===== config.mk =====
export PLATFORM = sky130hd
export DESIGN_NAME = taskwait_tracker
export DESIGN_NICKNAME = d
export VERILOG_FILES = /design/src/rtl/taskwait_tracker.sv
export SDC_FILE = /design/constraint.sdc
export NUM_CORES = 2
export LEC_CHECK = 0
export ABC_CLOCK_PERIOD_IN_PS = 8200
export BUFFER_PORTS_ARGS = -buffer_cell sky130_fd_sc_hd__buf_2
export CAP_MARGIN = 40
export CORE_ASPECT_RATIO = 0.7
export CORE_MARGIN = 2
export CORE_UTILIZATION = 30
export CTS_CLUSTER_SIZE = 16
export DETAILED_ROUTE_END_ITERATION = 6
export SLEW_MARGIN = 20
export SYNTH_ARGS = -nofsm -noshare
export SYNTH_HDL_FRONTEND = slang
export SYNTH_SLANG_ARGS = --single-unit

===== constraint.sdc =====
create_clock -name clk -period 8.2 [get_ports clk]
set_input_delay 1.64 -clock clk [delete_from_list [all_inputs] [get_ports clk]]
set_output_delay 1.64 -clock clk [all_outputs]
set_load 0.01 [all_outputs]

===== src/rtl/taskwait_tracker.sv =====
// rtl/taskwait_tracker.sv - per-parent-task taskwait balance tracker with wake-up generation
//
// Purpose:
//   Counts task-finish notifications and taskwait requests per parent task id
//   (ptid) in a small associative table. When every child counted by a
//   taskwait request has finished, a single-beat wake-up goes to the
//   accelerator that issued the request.
//
// Ports:
//   clk, rst                 clock, synchronous active-high reset
//   finStream_*              two-beat finish notifications (beat2 carries ptid)
//   twReqStream_*            two-beat taskwait requests (beat1: n, beat2: ptid, TID: acc)
//   wakeStream_*             single-beat wake-up (TDATA: zero-extended ptid, TID: acc)
//   overflow                 sticky, set when an allocation finds the table full

module taskwait_tracker #(
    parameter int MAX_ACCS   = 16,
    parameter int ACC_BITS   = $clog2(MAX_ACCS),
    parameter int PTID_WIDTH = 32,
    parameter int TW_ENTRIES = 16,
    parameter int CNT_WIDTH  = 32
) (
    input  logic                clk,
    input  logic                rst,

    input  logic [63:0]         finStream_TDATA,
    input  logic                finStream_TVALID,
    output logic                finStream_TREADY,
    input  logic                finStream_TLAST,

    input  logic [63:0]         twReqStream_TDATA,
    input  logic                twReqStream_TVALID,
    output logic                twReqStream_TREADY,
    input  logic [ACC_BITS-1:0] twReqStream_TID,

    output logic [63:0]         wakeStream_TDATA,
    output logic                wakeStream_TVALID,
    input  logic                wakeStream_TREADY,
    output logic [ACC_BITS-1:0] wakeStream_TID,
    output logic                wakeStream_TLAST,

    output logic                overflow
);

    localparam int IDX_W = (TW_ENTRIES > 1) ? $clog2(TW_ENTRIES) : 1;
    localparam logic [CNT_WIDTH-1:0] BAL_ONE = CNT_WIDTH'(1);

    localparam logic [2:0] S_IDLE    = 3'd0;
    localparam logic [2:0] S_RD_FIN1 = 3'd1;
    localparam logic [2:0] S_RD_FIN2 = 3'd2;
    localparam logic [2:0] S_RD_REQ1 = 3'd3;
    localparam logic [2:0] S_RD_REQ2 = 3'd4;
    localparam logic [2:0] S_LOOKUP  = 3'd5;
    localparam logic [2:0] S_UPDATE  = 3'd6;
    localparam logic [2:0] S_WAKE    = 3'd7;

    // Control and message registers
    logic [2:0]            state_q, state_d;
    logic                  prio_req_q, prio_req_d;   // 1: request wins the next tie
    logic                  is_req_q, is_req_d;       // message being processed is a request
    logic [31:0]           n_q, n_d;
    logic [PTID_WIDTH-1:0] ptid_q, ptid_d;
    logic [ACC_BITS-1:0]   cur_acc_q, cur_acc_d;
    logic                  hit_q, hit_d;
    logic [IDX_W-1:0]      hit_idx_q, hit_idx_d;
    logic                  free_q, free_d;
    logic [IDX_W-1:0]      free_idx_q, free_idx_d;
    logic                  overflow_q, overflow_d;
    logic [ACC_BITS-1:0]   wake_acc_q, wake_acc_d;

    // Table storage
    logic                  ent_valid_q   [TW_ENTRIES];
    logic                  ent_valid_d   [TW_ENTRIES];
    logic [PTID_WIDTH-1:0] ent_ptid_q    [TW_ENTRIES];
    logic [PTID_WIDTH-1:0] ent_ptid_d    [TW_ENTRIES];
    logic [CNT_WIDTH-1:0]  ent_bal_q     [TW_ENTRIES];
    logic [CNT_WIDTH-1:0]  ent_bal_d     [TW_ENTRIES];
    logic                  ent_has_req_q [TW_ENTRIES];
    logic                  ent_has_req_d [TW_ENTRIES];
    logic [ACC_BITS-1:0]   ent_acc_q     [TW_ENTRIES];
    logic [ACC_BITS-1:0]   ent_acc_d     [TW_ENTRIES];

    // Lookup results and update temporaries
    logic                  lk_hit;
    logic [IDX_W-1:0]      lk_hit_idx;
    logic                  lk_free;
    logic [IDX_W-1:0]      lk_free_idx;
    logic [CNT_WIDTH-1:0]  n_cnt;
    logic [CNT_WIDTH-1:0]  upd_bal;
    logic                  upd_has_req;
    logic [ACC_BITS-1:0]   upd_acc;

    // Payload bits outside ptid / n carry nothing; folded here so the
    // intent of ignoring them is explicit.
    logic unused_bits;
    assign unused_bits = ^{finStream_TDATA, twReqStream_TDATA};

    // Balances are plain two's complement; n is cast to the balance width.
    assign n_cnt = CNT_WIDTH'(n_q);

    // Parallel ptid compare; ptids are unique in the table, the loop order
    // only matters for a definite encoder result.
    always_comb begin
        lk_hit     = 1'b0;
        lk_hit_idx = '0;
        for (int i = TW_ENTRIES - 1; i >= 0; i--) begin
            if (ent_valid_q[i] && (ent_ptid_q[i] == ptid_q)) begin
                lk_hit     = 1'b1;
                lk_hit_idx = IDX_W'(i);
            end
        end
    end

    // Lowest free index
    always_comb begin
        lk_free     = 1'b0;
        lk_free_idx = '0;
        for (int i = TW_ENTRIES - 1; i >= 0; i--) begin
            if (!ent_valid_q[i]) begin
                lk_free     = 1'b1;
                lk_free_idx = IDX_W'(i);
            end
        end
    end

    always_comb begin
        state_d       = state_q;
        prio_req_d    = prio_req_q;
        is_req_d      = is_req_q;
        n_d           = n_q;
        ptid_d        = ptid_q;
        cur_acc_d     = cur_acc_q;
        hit_d         = hit_q;
        hit_idx_d     = hit_idx_q;
        free_d        = free_q;
        free_idx_d    = free_idx_q;
        overflow_d    = overflow_q;
        wake_acc_d    = wake_acc_q;
        ent_valid_d   = ent_valid_q;
        ent_ptid_d    = ent_ptid_q;
        ent_bal_d     = ent_bal_q;
        ent_has_req_d = ent_has_req_q;
        ent_acc_d     = ent_acc_q;
        upd_bal       = '0;
        upd_has_req   = 1'b0;
        upd_acc       = '0;

        case (state_q)
            S_IDLE: begin
                // Each grant hands the tie-break to the other source, so
                // two continuously valid streams alternate.
                if (finStream_TVALID && (!twReqStream_TVALID || !prio_req_q)) begin
                    state_d    = S_RD_FIN1;
                    is_req_d   = 1'b0;
                    prio_req_d = 1'b1;
                end else if (twReqStream_TVALID) begin
                    state_d    = S_RD_REQ1;
                    is_req_d   = 1'b1;
                    prio_req_d = 1'b0;
                end
            end

            S_RD_FIN1: begin
                if (finStream_TVALID) begin
                    if (finStream_TLAST) begin
                        // Lone last beat: take it as the ptid-carrying beat
                        ptid_d  = finStream_TDATA[PTID_WIDTH-1:0];
                        state_d = S_LOOKUP;
                    end else begin
                        state_d = S_RD_FIN2;
                    end
                end
            end

            S_RD_FIN2: begin
                if (finStream_TVALID) begin
                    ptid_d  = finStream_TDATA[PTID_WIDTH-1:0];
                    state_d = S_LOOKUP;
                end
            end

            S_RD_REQ1: begin
                if (twReqStream_TVALID) begin
                    n_d     = twReqStream_TDATA[31:0];
                    state_d = S_RD_REQ2;
                end
            end

            S_RD_REQ2: begin
                if (twReqStream_TVALID) begin
                    ptid_d    = twReqStream_TDATA[PTID_WIDTH-1:0];
                    cur_acc_d = twReqStream_TID;
                    state_d   = S_LOOKUP;
                end
            end

            S_LOOKUP: begin
                hit_d      = lk_hit;
                hit_idx_d  = lk_hit_idx;
                free_d     = lk_free;
                free_idx_d = lk_free_idx;
                state_d    = S_UPDATE;
            end

            S_UPDATE: begin
                if (hit_q) begin
                    upd_bal     = is_req_q ? (ent_bal_q[hit_idx_q] - n_cnt)
                                           : (ent_bal_q[hit_idx_q] + BAL_ONE);
                    upd_has_req = is_req_q | ent_has_req_q[hit_idx_q];
                    // A repeated request redirects the wake-up to the newest requester
                    upd_acc     = is_req_q ? cur_acc_q : ent_acc_q[hit_idx_q];
                    ent_bal_d[hit_idx_q]     = upd_bal;
                    ent_has_req_d[hit_idx_q] = upd_has_req;
                    ent_acc_d[hit_idx_q]     = upd_acc;
                    if (upd_has_req && (upd_bal == '0)) begin
                        ent_valid_d[hit_idx_q] = 1'b0;
                        wake_acc_d             = upd_acc;
                        state_d                = S_WAKE;
                    end else begin
                        state_d = S_IDLE;
                    end
                end else if (is_req_q && (n_cnt == '0)) begin
                    // Nothing to wait for and nothing recorded: wake immediately
                    wake_acc_d = cur_acc_q;
                    state_d    = S_WAKE;
                end else if (!free_q) begin
                    // Drop the message rather than stall either stream
                    overflow_d = 1'b1;
                    state_d    = S_IDLE;
                end else begin
                    ent_valid_d[free_idx_q]   = 1'b1;
                    ent_ptid_d[free_idx_q]    = ptid_q;
                    ent_bal_d[free_idx_q]     = is_req_q ? ('0 - n_cnt) : BAL_ONE;
                    ent_has_req_d[free_idx_q] = is_req_q;
                    ent_acc_d[free_idx_q]     = cur_acc_q;
                    state_d                   = S_IDLE;
                end
            end

            S_WAKE: begin
                if (wakeStream_TREADY) begin
                    state_d = S_IDLE;
                end
            end

            default: state_d = S_IDLE;
        endcase
    end

    always_ff @(posedge clk) begin
        if (rst) begin
            state_q    <= S_IDLE;
            prio_req_q <= 1'b0;
            is_req_q   <= 1'b0;
            n_q        <= '0;
            ptid_q     <= '0;
            cur_acc_q  <= '0;
            hit_q      <= 1'b0;
            hit_idx_q  <= '0;
            free_q     <= 1'b0;
            free_idx_q <= '0;
            overflow_q <= 1'b0;
            wake_acc_q <= '0;
            for (int i = 0; i < TW_ENTRIES; i++) begin
                ent_valid_q[i]   <= 1'b0;
                ent_ptid_q[i]    <= '0;
                ent_bal_q[i]     <= '0;
                ent_has_req_q[i] <= 1'b0;
                ent_acc_q[i]     <= '0;
            end
        end else begin
            state_q       <= state_d;
            prio_req_q    <= prio_req_d;
            is_req_q      <= is_req_d;
            n_q           <= n_d;
            ptid_q        <= ptid_d;
            cur_acc_q     <= cur_acc_d;
            hit_q         <= hit_d;
            hit_idx_q     <= hit_idx_d;
            free_q        <= free_d;
            free_idx_q    <= free_idx_d;
            overflow_q    <= overflow_d;
            wake_acc_q    <= wake_acc_d;
            ent_valid_q   <= ent_valid_d;
            ent_ptid_q    <= ent_ptid_d;
            ent_bal_q     <= ent_bal_d;
            ent_has_req_q <= ent_has_req_d;
            ent_acc_q     <= ent_acc_d;
        end
    end

    assign finStream_TREADY   = (state_q == S_RD_FIN1) || (state_q == S_RD_FIN2);
    assign twReqStream_TREADY = (state_q == S_RD_REQ1) || (state_q == S_RD_REQ2);

    // ptid_q is untouched outside the read states, so it is stable in WAKE
    assign wakeStream_TVALID = (state_q == S_WAKE);
    assign wakeStream_TDATA  = 64'(ptid_q);
    assign wakeStream_TID    = wake_acc_q;
    assign wakeStream_TLAST  = 1'b1;

    assign overflow = overflow_q;

endmodule


==> flow_metrics.env <==
export IMPL_avgRoutedWirePerCell_um=25.5
export IMPL_die_x_um=553
export IMPL_fin_skew_ns=0.0332
export IMPL_cts_buffers=130
export IMPL_synth_edff_count=0
export IMPL_drt_iter0_markers=9737
export IMPL_synth_warnings=0
export IMPL_die_h_um=389
export IMPL_ys_seq_area_frac=0.382
export IMPL_ys_types=93
export IMPL_fin_crit_sh=0.808
export IMPL_p_per_area_nw_per_um2=233
export IMPL_postSynthAreaPerCell_sq_um=7.96
export IMPL_nets=7883
export IMPL_place_area_sq_um=67200
export IMPL_cts_tree="yes"
export IMPL_ys_flop_type="dfxtp_1"
export IMPL_drive_above_1_share=0.125
export IMPL_crit_type="reg2reg"
export IMPL_dieArea_sq_um=215000
export IMPL_overflow=0
export IMPL_cts_setup_buffers=0
export IMPL_crit_path_start="hit_idx_q[0]"
export IMPL_crit_arrival_ns=7.33
export IMPL_clkTransAtPathRegs_ns=0.06
export IMPL_pin_count=211
export IMPL_clock_sinks=1208
export IMPL_syn_area_sq_um=63400
export IMPL_drc=0
export IMPL_design_area_sq_um=71700
export IMPL_post_drt_via_cell_ratio=5.91
export IMPL_hold_buffers=0
export IMPL_core_area_sq_um=210000
export IMPL_grt_pass1_wl_um=390000
export IMPL_ctsResizeCount=0
export IMPL_async_flop_share=0
export IMPL_r2r_start="hit_idx_q[0]"
export IMPL_drv_slew=0
export IMPL_wl_um=270000
export IMPL_status="finished clean"
export IMPL_grt_max_degree=226
export IMPL_gp_congestion=0.957
export IMPL_timing_final_crit_period_ns=6.63
export IMPL_crit_fanout=49
export IMPL_hold_violations=0
export IMPL_rows=141
export IMPL_ctsHtreeMaxLevel=4
export IMPL_start_util=0.301
export IMPL_leakagePower_nw=24.7
export IMPL_dp_cells=10400
export IMPL_multi_input_area_sq_um=35900
export IMPL_slew_limit_headroom=0.207
export IMPL_cts_root_buf="clkbuf_16"
export IMPL_start_kind="flop"
export IMPL_netlist_instances=7965
export IMPL_dr_total_vias=62700
export IMPL_grt_setup_unrepaired="no"
export IMPL_clk_path_buf_depth=3
export IMPL_finalSetupViolCount=0
export IMPL_clk_latency_ns=0.82
export IMPL_numPortBuffers=113
export IMPL_vdd_drop_max_mv=0.232
export IMPL_yosys_register_bits=1208
export IMPL_cp_end_kind="flop"
export IMPL_cp_required_ns=8.90
export IMPL_setup_tns_ns=0
export IMPL_fmax_ghz=0.151
export IMPL_min_path_type="reg2reg"
export IMPL_dp_hpwl_um=177000
export IMPL_fill_cells=21600
export IMPL_antenna_found_initial=8
export IMPL_grt_pass1_vias=56800
export IMPL_fin_cells=10600
export IMPL_min_from="ent_ptid_q[39]"
export IMPL_grtUsageTotal=0.241
export IMPL_register_area_sq_um=24200
export IMPL_ant_nets=0
export IMPL_worst_pin_slew_ns=1.19
export IMPL_area_growth_pct=13.1
export IMPL_drv_cap=0
export IMPL_dr_pass1_iters=7
## critical path: stages (launching register included)
cell and delay [ns]:
dfxtp_4 0.76, buf_12 0.46, mux4_2 0.63, mux4_2 0.49, ha_1 0.42, a21oi_2 0.24, a21boi_1 0.13, o41ai_2 0.64
a21oi_1 0.36, or2_1 0.43, mux2_4 0.36, a21boi_1 0.30, nand4_4 0.37, buf_12 0.32, buf_4 0.19, o311ai_0 0.30
## cell type report
type	instances	share of cell area
timing repair buffer	415	0.0483
clock inverter	37	0.00719
multi-input combinational	5907	0.501
clock buffer	190	0.0539
inverter	49	0.00258
sequential	1208	0.338
antenna	7	0.000244
tap	2788	0.0487
## worst paths after layout
path	depth (start not counted)	to	slack, ns
min reg2reg	2	ent_ptid_q[39]	0.46
max	15	ent_ptid_q[419]	1.57
min	2	ent_ptid_q[39]	0.46
max reg2reg	15	ent_ptid_q[419]	1.57
## cell usage in the layout, fill, tap and decap left out, drive strengths merged, types with 33 or more instances in the layout
cell type,count
a211oi,60
a21oi,583
a221oi,254
a31oi,43
buf,413
clkbuf,191
conb,33
dfxtp,1208
ha,33
inv,55
mux2i,52
mux4,183
nand2,1240
nand2b,50
nand3,59
nand4,133
nor2,1116
nor2b,49
nor3,623
nor4,104
o21ai,131
o22ai,295
xnor2,259
xor2,290
## state kept, by name, summed over array words and instances, names as in the netlist
register and cells:
cur_acc_q 4, state_q 3, ent_valid_q 16, ent_ptid_q 512
hit_idx_q 4, overflow 1, wakeStream_TID 4, free_idx_q 4
n_cnt 32, is_req_q 1, ent_acc_q 64, prio_req_q 1
ent_bal_q 512, hit_q 1, free_q 1, ent_has_req_q 16
ptid_q 32
## cell usage after synthesis, drive strengths merged, types with 16 or more instances
library cell | number | area share
a211oi | 60 | 0.0072
a21oi | 583 | 0.046
a221oi | 254 | 0.035
a22oi | 32 | 0.0038
a31oi | 43 | 0.0042
and2 | 22 | 0.0022
buf | 241 | 0.020
clkbuf | 591 | 0.035
dfxtp | 1208 | 0.38
ha | 33 | 0.0065
inv | 49 | 0.0029
mux2i | 52 | 0.0083
mux4 | 183 | 0.065
nand2 | 1240 | 0.073
nand2b | 50 | 0.0049
nand3 | 59 | 0.0047
nand4 | 133 | 0.013
nor2 | 1116 | 0.066
nor2b | 49 | 0.0048
nor3 | 623 | 0.049
nor4 | 104 | 0.011
o21a | 22 | 0.0026
o21ai | 131 | 0.011
o22ai | 295 | 0.029
o311ai | 32 | 0.0077
or2 | 18 | 0.0018
or4 | 16 | 0.0019
xnor2 | 259 | 0.036
xor2 | 290 | 0.040
## metal layers
metal	share of wire	global-route usage	routed length, um
met1	0.42	0.345	115000
met2	0.39	0.321	104000
met3	0.15	0.0872	40800
met4	0.039	0.0929	10500
met5	0.000078	0.000666	21
## through the flow
step | hold WS, ns | total power, mW | util | setup WS [ns]
final | 0.463 | 16.7 | 0.341 | 1.57
after detailed placement | 0.458 | 10.4 | 0.319 | 1.68
after floorplan | 0.436 | 8.71 | - | 2.31
after CTS | 0.466 | 16.5 | 0.340 | 1.68
after global placement | 0.449 | 10.3 | 0.315 | 1.37
after global routing | 0.479 | 17.1 | 0.341 | 1.28
## power breakdown
group          internal (mW)  leakage (nW)  switching (mW)  total [mW]
Combinational           1.30          12.8            3.01        4.31
Clock                   3.56          2.15            2.64        6.20
Sequential              5.93          9.75           0.233        6.16
Total                   10.8          24.7            5.88        16.7
## kinds of logic (layout without fill, tap and decap cells)
kind of cell,Yosys count,in the layout,share of synthesized area
and+or+nand+nor,3515,3515,0.244
AOI/OAI and AO/OA,1539,1539,0.159
xor gates and xnor gates,549,549,0.0762
other,2,40,0.000119
DFF,1208,1208,0.382
muxes,237,237,0.0737
buffers and inverters,881,691,0.0584
adders and majority gates,34,34,0.00683
(Power assumes the default switching activity.)
